$ cat src/rtl/display_pkg.sv
// Shared definitions for the signed seven-segment scroll display.
//   - digit codes beyond 0-9 (blank, minus)
//   - active-low segment constants, seg[6:0] = g..a
//   - conversion FSM state type
//   - seg_decode(): 4-bit digit code -> active-low segment pattern
package display_pkg;

  localparam logic [3:0] DIG_BLANK = 4'hA;
  localparam logic [3:0] DIG_MINUS = 4'hB;

  localparam logic [6:0] SEG_BLANK = 7'b1111111;
  localparam logic [6:0] SEG_MINUS = 7'b0111111;

  typedef enum logic [1:0] {S_IDLE, S_CONV, S_COMMIT} conv_state_t;

  function automatic logic [6:0] seg_decode(input logic [3:0] code);
    case (code)
      4'd0:      return 7'b1000000;
      4'd1:      return 7'b1111001;
      4'd2:      return 7'b0100100;
      4'd3:      return 7'b0110000;
      4'd4:      return 7'b0011001;
      4'd5:      return 7'b0010010;
      4'd6:      return 7'b0000010;
      4'd7:      return 7'b1111000;
      4'd8:      return 7'b0000000;
      4'd9:      return 7'b0010000;
      DIG_MINUS: return SEG_MINUS;
      default:   return SEG_BLANK;
    endcase
  endfunction

endpackage

$ cat src/rtl/signed_scroll_display_bin2bcd.sv
// Serial binary -> BCD converter (double dabble, one magnitude bit per cycle).
//   clk2, rst : clock, async active-high reset
//   start     : load mag and begin a BIN_W-cycle conversion (may restart)
//   mag       : unsigned magnitude
//   busy      : shifts still outstanding
//   done      : the final shift happens at the coming edge; bcd is final after it
//   bcd       : BCD_DIGITS packed nibbles, digit 0 in bcd[3:0]
module bin2bcd_seq #(
  parameter int BIN_W      = 16,
  parameter int BCD_DIGITS = 5
) (
  input  logic                    clk2,
  input  logic                    rst,
  input  logic                    start,
  input  logic [BIN_W-1:0]        mag,
  output logic                    busy,
  output logic                    done,
  output logic [4*BCD_DIGITS-1:0] bcd
);

  localparam int CNT_W = $clog2(BIN_W + 1);

  logic [BIN_W-1:0]                 r_sr;
  logic [BCD_DIGITS-1:0][3:0]       r_bcd;
  logic [CNT_W-1:0]                 r_cnt;
  logic [BCD_DIGITS-1:0][3:0]       w_adj;
  logic [4*BCD_DIGITS-1:0]          w_adj_flat;

  // add-3 correction per nibble, ahead of the shift
  for (genvar d = 0; d < BCD_DIGITS; d++) begin : g_adj
    assign w_adj[d] = (r_bcd[d] >= 4'd5) ? r_bcd[d] + 4'd3 : r_bcd[d];
  end
  assign w_adj_flat = w_adj;

  always_ff @(posedge clk2 or posedge rst) begin
    if (rst) begin
      r_sr  <= '0;
      r_bcd <= '0;
      r_cnt <= '0;
    end else if (start) begin
      r_sr  <= mag;
      r_bcd <= '0;
      r_cnt <= CNT_W'(BIN_W);
    end else if (r_cnt != '0) begin
      r_bcd <= {w_adj_flat[4*BCD_DIGITS-2:0], r_sr[BIN_W-1]};
      r_sr  <= r_sr << 1;
      r_cnt <= r_cnt - 1'b1;
    end
  end

  assign busy = (r_cnt != '0);
  assign done = (r_cnt == CNT_W'(1));
  assign bcd  = r_bcd;

endmodule

$ cat src/rtl/signed_scroll_display.sv
// Signed decimal display controller: samples a two's-complement value on
// load, converts it serially to BCD, and scans a scrollable WIN-digit window
// plus a sign digit onto WIN+1 active-low anodes.
//   clk2, rst            : clock, async active-high reset
//   bin, load            : value and single-cycle convert request
//   btn_left, btn_right  : single-cycle scroll pulses
//   busy                 : conversion in progress
//   more_left            : nonzero digit exists above the visible window
//   an, seg              : active-low anodes (an[WIN] = sign) and segments g..a
module signed_scroll_display
  import display_pkg::*;
#(
  parameter int BIN_W       = 16,
  parameter int BCD_DIGITS  = 5,
  parameter int WIN         = 3,
  parameter int REFRESH_DIV = 250000,
  parameter int BLANK_LZ    = 1
) (
  input  logic             clk2,
  input  logic             rst,
  input  logic [BIN_W-1:0] bin,
  input  logic             load,
  input  logic             btn_left,
  input  logic             btn_right,
  output logic             busy,
  output logic             more_left,
  output logic [WIN:0]     an,
  output logic [6:0]       seg
);

  localparam int OFF_MAX_I = BCD_DIGITS - WIN;
  localparam int OFF_W     = (OFF_MAX_I < 1) ? 1 : $clog2(OFF_MAX_I + 1);
  localparam int DIV_W     = (REFRESH_DIV > 1) ? $clog2(REFRESH_DIV) : 1;
  localparam int SCAN_W    = $clog2(WIN + 1);
  localparam logic [OFF_W-1:0]  OFF_MAX  = OFF_W'(OFF_MAX_I);
  localparam logic [DIV_W-1:0]  DIV_LAST = DIV_W'(REFRESH_DIV - 1);
  localparam logic [SCAN_W-1:0] SCAN_MAX = SCAN_W'(WIN);

  conv_state_t                r_state;
  logic                       r_pending, r_sign_cap, r_disp_sign;
  logic [BCD_DIGITS-1:0][3:0] r_disp;
  logic [OFF_W-1:0]           r_off;
  logic [DIV_W-1:0]           r_div;
  logic [SCAN_W-1:0]          r_scan;

  logic                       w_sign, w_start, w_sub_busy, w_done;
  logic [BIN_W-1:0]           w_mag;
  logic [4*BCD_DIGITS-1:0]    w_bcd;
  logic [BCD_DIGITS-1:0][3:0] w_code;
  logic [SCAN_W-1:0]          w_scan_nxt;
  logic [3:0]                 w_nxt_code;
  logic [WIN:0]               w_an_nxt;

  // sign/magnitude of the live input; ~x+1 also maps the most negative value
  // onto its correct unsigned magnitude
  assign w_sign = bin[BIN_W-1];
  assign w_mag  = w_sign ? (~bin + BIN_W'(1)) : bin;

  // a load arriving in the commit cycle is folded into the pending restart
  assign w_start = ((r_state == S_IDLE) && load) ||
                   ((r_state == S_COMMIT) && (r_pending || load));

  bin2bcd_seq #(.BIN_W(BIN_W), .BCD_DIGITS(BCD_DIGITS)) u_conv (
    .clk2  (clk2),
    .rst   (rst),
    .start (w_start),
    .mag   (w_mag),
    .busy  (w_sub_busy),
    .done  (w_done),
    .bcd   (w_bcd)
  );

  assign busy = w_sub_busy || (r_state == S_COMMIT);

  always_ff @(posedge clk2 or posedge rst) begin
    if (rst) begin
      r_state     <= S_IDLE;
      r_pending   <= 1'b0;
      r_sign_cap  <= 1'b0;
      r_disp_sign <= 1'b0;
      r_disp      <= '0;
    end else begin
      case (r_state)
        S_IDLE: if (load) begin
          r_sign_cap <= w_sign;
          r_state    <= S_CONV;
        end
        S_CONV: begin
          if (load) r_pending <= 1'b1;
          if (w_done) r_state <= S_COMMIT;
        end
        S_COMMIT: begin
          r_disp      <= w_bcd;
          r_disp_sign <= r_sign_cap && (w_bcd != '0);
          r_pending   <= 1'b0;
          if (r_pending || load) begin
            r_sign_cap <= w_sign;
            r_state    <= S_CONV;
          end else begin
            r_state <= S_IDLE;
          end
        end
        default: r_state <= S_IDLE;
      endcase
    end
  end

  always_ff @(posedge clk2 or posedge rst) begin
    if (rst)
      r_off <= '0;
    else if (btn_left && !btn_right && r_off != OFF_MAX)
      r_off <= r_off + 1'b1;
    else if (btn_right && !btn_left && r_off != '0)
      r_off <= r_off - 1'b1;
  end

  // per-digit display code with leading-zero blanking; digit 0 always numeric
  always_comb begin
    logic all_zero;
    all_zero  = 1'b1;
    w_code    = r_disp;
    more_left = 1'b0;
    for (int j = BCD_DIGITS - 1; j >= 0; j--) begin
      all_zero = all_zero && (r_disp[j] == 4'd0);
      if (BLANK_LZ != 0 && j != 0 && all_zero) w_code[j] = DIG_BLANK;
      if (j >= int'(r_off) + WIN && r_disp[j] != 4'd0) more_left = 1'b1;
    end
  end

  // content for the scan position that becomes active at the next advance
  always_comb begin
    w_scan_nxt = (r_scan == SCAN_MAX) ? '0 : r_scan + 1'b1;
    w_nxt_code = DIG_BLANK;
    if (w_scan_nxt == SCAN_MAX) begin
      w_nxt_code = r_disp_sign ? DIG_MINUS : DIG_BLANK;
    end else begin
      for (int j = 0; j < BCD_DIGITS; j++)
        if (j == int'(r_off) + int'(w_scan_nxt)) w_nxt_code = w_code[j];
    end
    w_an_nxt = '1;
    w_an_nxt[w_scan_nxt] = 1'b0;
  end

  always_ff @(posedge clk2 or posedge rst) begin
    if (rst) begin
      r_div  <= '0;
      r_scan <= '0;
      an     <= ~(WIN+1)'(1);
      seg    <= 7'b1000000;
    end else if (r_div == DIV_LAST) begin
      r_div  <= '0;
      r_scan <= w_scan_nxt;
      an     <= w_an_nxt;
      seg    <= seg_decode(w_nxt_code);
    end else begin
      r_div <= r_div + 1'b1;
    end
  end

endmodule

$ cat config.mk
export PLATFORM = sky130hd
export DESIGN_NAME = signed_scroll_display
export DESIGN_NICKNAME = d
export VERILOG_FILES = /design/src/rtl/display_pkg.sv /design/src/rtl/signed_scroll_display_bin2bcd.sv /design/src/rtl/signed_scroll_display.sv
export SDC_FILE = /design/constraint.sdc
export NUM_CORES = 1
export LEC_CHECK = 0
export BUFFER_PORTS_ARGS = -buffer_cell sky130_fd_sc_hd__buf_2
export CORE_UTILIZATION = 28
export DETAILED_ROUTE_END_ITERATION = 10
export SYNTH_ARGS = -nofsm -noshare
export SYNTH_HDL_FRONTEND = slang
export SYNTH_HIERARCHICAL = 1
export SYNTH_SLANG_ARGS = --single-unit
$ cat constraint.sdc
create_clock -name clk2 -period 4.9 [get_ports clk2]
set_input_delay 0.49 -clock clk2 [delete_from_list [all_inputs] [get_ports clk2]]
set_output_delay 0.49 -clock clk2 [all_outputs]
set_load 0.05 [all_outputs]
# Word level (Yosys, flattened, before mapping)
# Memory sizes are Yosys's and may differ from the RTL's. A register that Yosys moved wholly into a read port is not among the register bits.
# Index checks and enable logic that the tools add are counted.
dict set report classes {
  n_lt_le_gt_ge 12
  add_sub_neg 13
  n_mux 43
  n_reduce_logical 42
  n_bitwise 2
  eq_ne 15
}
# cell n
set ops {}
lappend ops {{equality test 3 x 32 -> 1 bit, first input constant} 2}
lappend ops {{greater-or-equal comparator 3 x 32 -> 1 bit, first input constant} 2}
lappend ops {{2-to-1 mux 4 bit} 14}
lappend ops {{2-to-1 mux 16 bit} 3}
lappend ops {{2-to-1 mux 20 bit} 2}
lappend ops {{equality test 2 x 32 -> 1 bit, first input constant} 1}
lappend ops {{greater-or-equal comparator 2 x 32 -> 1 bit, first input constant} 1}
lappend ops {{greater-or-equal comparator 4 x 32 -> 1 bit, first input constant} 1}
lappend ops {{logical NOT 32 bit} 1}
lappend ops {{greater-or-equal comparator 4 x 3 -> 1 bit, second input constant} 5}
lappend ops {{nonzero test 20 bit} 1}
lappend ops {{nonzero test 4 bit} 5}
lappend ops {{adder 18 x 1 -> 18 bit, second input constant} 1}
lappend ops {{equality test 18 bit, second input constant} 1}
lappend ops {{2-to-1 mux 18 bit} 1}
lappend ops {{adder 16 x 1 -> 16 bit, second input constant} 1}
lappend ops {{adder 4 x 2 -> 4 bit, second input constant} 4}
lappend ops {{logical AND 1 bit} 16}
lappend ops {{logical NOT 4 bit} 4}
lappend ops {{inverter 16 bit} 1}
lappend ops {{2-to-1 mux 1 bit} 11}
lappend ops {{2-to-1 mux 2 bit} 5}
lappend ops {{2-to-1 mux 5 bit} 2}
lappend ops {{nonzero test 2 bit} 5}
lappend ops {{26 further kinds} 37}
dict set report word_totals {
  output_inout_bits 13
  input_bits 21
  mem_count 1
  rom_bits 112
  ff_bits 92
  word_cells 148
}
# name depth width rd rd_ports_with_merged_regs wr line
set memory_table {}
lappend memory_table {{(name not given)} 16 7 1 1 0 display_pkg.sv:17} ;# case (code)

# Depth between registers and ports, before layout
dict set report depth {
  word_depth 10
  mapped_depth 15
  mapped_depth_nobuf 13
}

# Modules after synthesis
# The synthesis kept the hierarchy.
# module seq_area_each_um2 n_inst area_each_um2 cells_per_inst
set modules_own_cells {}
lappend modules_own_cells {signed_scroll_display 1456.4 1 3544.6 354}
lappend modules_own_cells {bin2bcd_seq 1026.0 1 2477.4 256}

# Worst setup path before layout
# OpenSTA, ideal clock, no wires.
dict set report synth_timing {
  path_kind {register to register}
  start {register r_scan[0]}
  end {register seg[5]}
  path_buffers 1
  t_arrival_ns 3.167
  required_ns 4.762
  setup_ns 0.138
  synth_period_minus_slack_ns 3.305
  slack_ns 1.595
  stages_incl_launch_ff 13
  cell_sequence {dfrtp_1 > ha_1 > nor3_1 > fa_1 > clkbuf_1 > o41ai_1 > nand3_2 > nor2_1 > inv_1 > ha_1 > a211oi_1 > a211o_1 > a21oi_2}
}
dict set report synth_via {
  elab_chain_cells 10
  elab_cells_between_ends 16
  classes_between {add/sub: 2; eq/ne: 6; mux: 7; reduce/logical: 1}
}
# element line
set synth_lines {}
lappend synth_lines {{start, declared} signed_scroll_display.sv:44} ;# logic [SCAN_W-1:0] r_scan;
lappend synth_lines {{start signal, assigned} signed_scroll_display.sv:152} ;# r_scan <= w_scan_nxt;
lappend synth_lines {{adder 2 x 1 -> 2 bit / equality test 2 bit (equally long branches)} signed_scroll_display.sv:132} ;# w_scan_nxt = (r_scan == SCAN_MAX) ? '0 : r_scan + 1'b1;
lappend synth_lines {{2-to-1 mux 2 bit *} signed_scroll_display.sv:132}
lappend synth_lines {{adder 2 x 2 -> 3 bit} signed_scroll_display.sv:138} ;# if (j == int'(r_off) + int'(w_scan_nxt)) w_nxt_code = w_code[j];
lappend synth_lines {{logical NOT 32 bit} signed_scroll_display.sv:138}
lappend synth_lines {{2-to-1 mux 4 bit (5 in a row)} signed_scroll_display.sv:138}
lappend synth_lines {{2-to-1 mux 4 bit *} signed_scroll_display.sv:134} ;# if (w_scan_nxt == SCAN_MAX) begin
lappend synth_lines {{end, declared} signed_scroll_display.sv:28} ;# output logic [6:0] seg
# Every way passes the cells marked *; elsewhere a longest branch is shown, timed or not.
# A chain may end at the register's enable or synchronous reset.

# Final worst setup path
# Ends and elaborated chain as after synthesis.

==> reports/metrics.yaml <==
drt_iter0_drc: 147
ff2ff_setup_slack_ns: 1.25
port_buffers: 33
power_density_nw_per_um2: 570.5
depth_of_the_cts_h_tree: 3
floorplan.die.height_um: 148.7
avgViaCountPerCell: 4.904
pin_count_of_the_biggest_net_entering_global_routing: 59
routabilityCongestion: 0.8302
worst_slew_margin_rel_pct: 25.75
antenna_found_initial: 0
crit_type: "reg -> reg"
worstReg2RegEnd: "seg[5]$_DFFE_PP0N_"
die_span_in_x_um: 148.7
dieArea_um2: 22100
crit_top_cell: "ha_1"
maximum_vdd_ir_drop_mv: 0.2043
regArea_um2: 2482
antenna_cells: 0
synth.area.top_cells: "dfrtp_1 39%, ha_1 6.2%, mux2_2 3.9%"
routed_wire_length_per_instance_um: 13.34
grt_setup_unrepaired: "no"
seq_power_share_pct: 34.4
final-hold-violation-count: 0
critPathSlowestCell: "fa_1"
cp_cell_sequence: "ha_1, nor3_1, fa_1, o41ai_1, nand3_2, nor2_1, inv_1, ha_1, a211oi_1, a211o_1, a21oi_2"
dp_cells: 897
highest_clock_rate_mhz: 274.1
postCtsHoldBufs: 0
syn-cell-area_um2: 6022
drtPass1Iterations: 4
clock_latency_on_the_worst_skew_pair_ns: 0.35
timing.critical_path.slowest_cell_delay_ns: 0.62
comb_power_share_pct: 46.7
clk_pin_slew_ns: 0.07
gr-usage-all-layers_pct: 12.19
ys_warn_count: 6
gr-total-overflow: 0
syn_avg_cell_area_um2: 9.872
postCtsSetupRepairBufs: 0
post_synth_most_frequent_cells: "95 x dfrtp_1, 56 x nand2_1, 43 x nor2_1, 38 x inv_1, 30 x ha_1"
r2r-start: "r_scan[0]$_DFFE_PP0N_"
cts_tree: "done"
cp-start-kind: "flip-flop"
synthDominantCellAreaShare_pct: 39.48
hold_path_class: "in -> async"
cts_inserted_buffers: 9
critPathArrivalTime_ns: 3.87
multiInputGateArea_um2: 3243
timing.reg2reg.worst_path_depth: 11
drive_gt1_share_pct: 19.44
internal_pwr_total_mw: 2.259
design.portCount: 34
worstMarginPinSlew_ns: 1.109
drc: 0
synthesis.nets: 662
share_of_async_settable_or_async_resettable_flops_after_synthesis_pct: 100.0
finalNonFillerCells: 913
area_grow_syn2layout_pct: 11.78
critical_path_maximum_fanout: 12
setup_viol: 0
run_status: "finished, final reports clean"
grt_pass1_wl_um: 21660
wirelength_um: 12180
synthFlopType: "dfrtp_1"
final.min_clock_period_ns: 3.649
floorplan.initialDensity_pct: 28.65
p_leak_nw: 2.913
synth_enable_flop_cells: 0
clock_skew_after_layout_ns: 0.01052
cts_num_sinks: 99
switchingPower_mw: 1.582
synth_cell_type_count: 75
critPathCaptureType: "flip-flop"
clock_power_share_pct: 18.9
synthesis.instances: 610
core_region_area_um2: 21020
period_share_pct: 74.46
cts-root-buf: "clkbuf_16"
finalSetupTns_ns: 0
synth_area_leader_cell: "dfrtp_1"
filler_cell_count: 2166
route.antenna.remaining_nets: 0
floorplan.rows: 53
routed-via-count: 4477
first_global_vias: 4417
ys_seq_elements: 99
netSwitchingFraction_pct: 41.19
timing.max_cap.violations: 0
max-clock-path-buffers: 2
post_cts.resized_instances: 0
synthMostInstantiatedCell: "dfrtp_1"
seq_area_frac_synth_pct: 41.22
slew_viol_final: 0
layout.nets: 685
hpwl_um: 8462
worst-endpoint-required_ns: 5.12
[power groups by stage]
stage	clock, mW	combinational, mW	sequential, mW
floorplan	0	1.56	1.22
global placement	0	1.78	1.34
detailed placement	0	1.80	1.34
CTS	0.750	1.80	1.32
global route	0.783	2.02	1.37
finish	0.724	1.79	1.32
[metal layers]
layer	global-route usage, %	vias up	wire, um
li1	-	2233	-
met1	15.45	2157	5775
met2	20.26	78	5792
met3	3.344	9	478
met4	3.247	0	134
met5	0	-	0
[cells in the final DEF (no fill, tap or decap), drive strengths merged, types with 9 or more instances in the layout]
| master | count |
|---|---|
| dfrtp | 95 |
| nand2 | 58 |
| nor2 | 43 |
| o21ai | 43 |
| inv | 41 |
| buf | 39 |
| ha | 30 |
| or3 | 22 |
| nand3 | 22 |
| mux2 | 21 |
| a21oi | 19 |
| xnor2 | 17 |
| xor2 | 15 |
| mux2i | 15 |
| nor2b | 15 |
| nor3 | 11 |
| o211ai | 11 |
| clkbuf | 10 |
| or4 | 10 |
| nor4 | 9 |
[cells by family (layout without fill, tap and decap cells)]
| logic type | Yosys count | count (layout) | share of synthesized area, % |
|---|---|---|---|
| buffers and inverters | 66 | 94 | 5.194 |
| AND/OR/NAND/NOR | 214 | 214 | 19.07 |
| adder cells (fa/ha/maj) | 31 | 31 | 6.566 |
| multiplexers | 37 | 37 | 6.794 |
| XOR/XNOR | 32 | 32 | 4.654 |
| flip-flops | 99 | 99 | 41.22 |
| AO/OA/AOI/OAI | 131 | 131 | 16.50 |
[flip-flops by register name, summed over array words and instances (netlist names)]
| signal | flops |
|---|---|
| u_conv/r_sr | 16 |
| u_conv/r_cnt | 5 |
| r_sign_cap | 1 |
| u_conv/bcd | 20 |
| r_off | 2 |
| an | 4 |
| r_div | 18 |
| r_scan | 2 |
| r_disp_sign | 1 |
| r_pending | 1 |
| r_state | 2 |
| r_disp | 20 |
| seg | 7 |
[critical path, delay by kind of cell, from the launching register on]
family / cells / cell delay, ns
and+or+nand+nor: 3 / 0.70
adders and majority gates: 3 / 1.17
buffers and inverters: 1 / 0.13
AOI/OAI and AO/OA: 4 / 1.03
DFF: 1 / 0.50
[layout make-up]
class | instances | share of cell area [%]
Multi-Input combinational cell | 445 | 48.18
Sequential cell | 99 | 36.88
Tap cell | 275 | 5.112
Clock buffer | 10 | 3.401
Timing Repair Buffer | 39 | 3.123
Inverter | 39 | 2.212
Clock inverter | 6 | 1.097
[worst max-delay path by stage]
| stage | startpoint | to | slack [ns] |
|---|---|---|---|
| finish | r_scan[0]$_DFFE_PP0N_ | seg[5]$_DFFE_PP0N_ | 1.25 |
| CTS | r_scan[0]$_DFFE_PP0N_ | seg[3]$_DFFE_PP0N_ | 1.28 |
| floorplan | r_scan[0]$_DFFE_PP0N_ | seg[5]$_DFFE_PP0N_ | 1.60 |
| global route | r_scan[0]$_DFFE_PP0N_ | seg[5]$_DFFE_PP0N_ | 0.93 |
| detailed placement | r_scan[0]$_DFFE_PP0N_ | seg[3]$_DFFE_PP0N_ | 1.29 |
| global placement | r_scan[0]$_DFFE_PP0N_ | seg[3]$_DFFE_PP0N_ | 1.36 |
[through the flow]
stage / hold WS [ns] / util, % / power, mW / worst slack, ns / instance area [um2]
floorplan: 0.4552 / - / 2.779 / 1.595 / 6022
global placement: 0.4629 / 30.58 / 3.116 / 1.360 / 6429
finish: 0.2888 / 32.02 / 3.840 / 1.251 / 6731
detailed placement: 0.4712 / 30.58 / 3.138 / 1.294 / 6429
global route: 0.3394 / 32.02 / 4.171 / 0.9349 / 6731
CTS: 0.3029 / 32.02 / 3.878 / 1.277 / 6731
(Power assumes the default switching activity.)
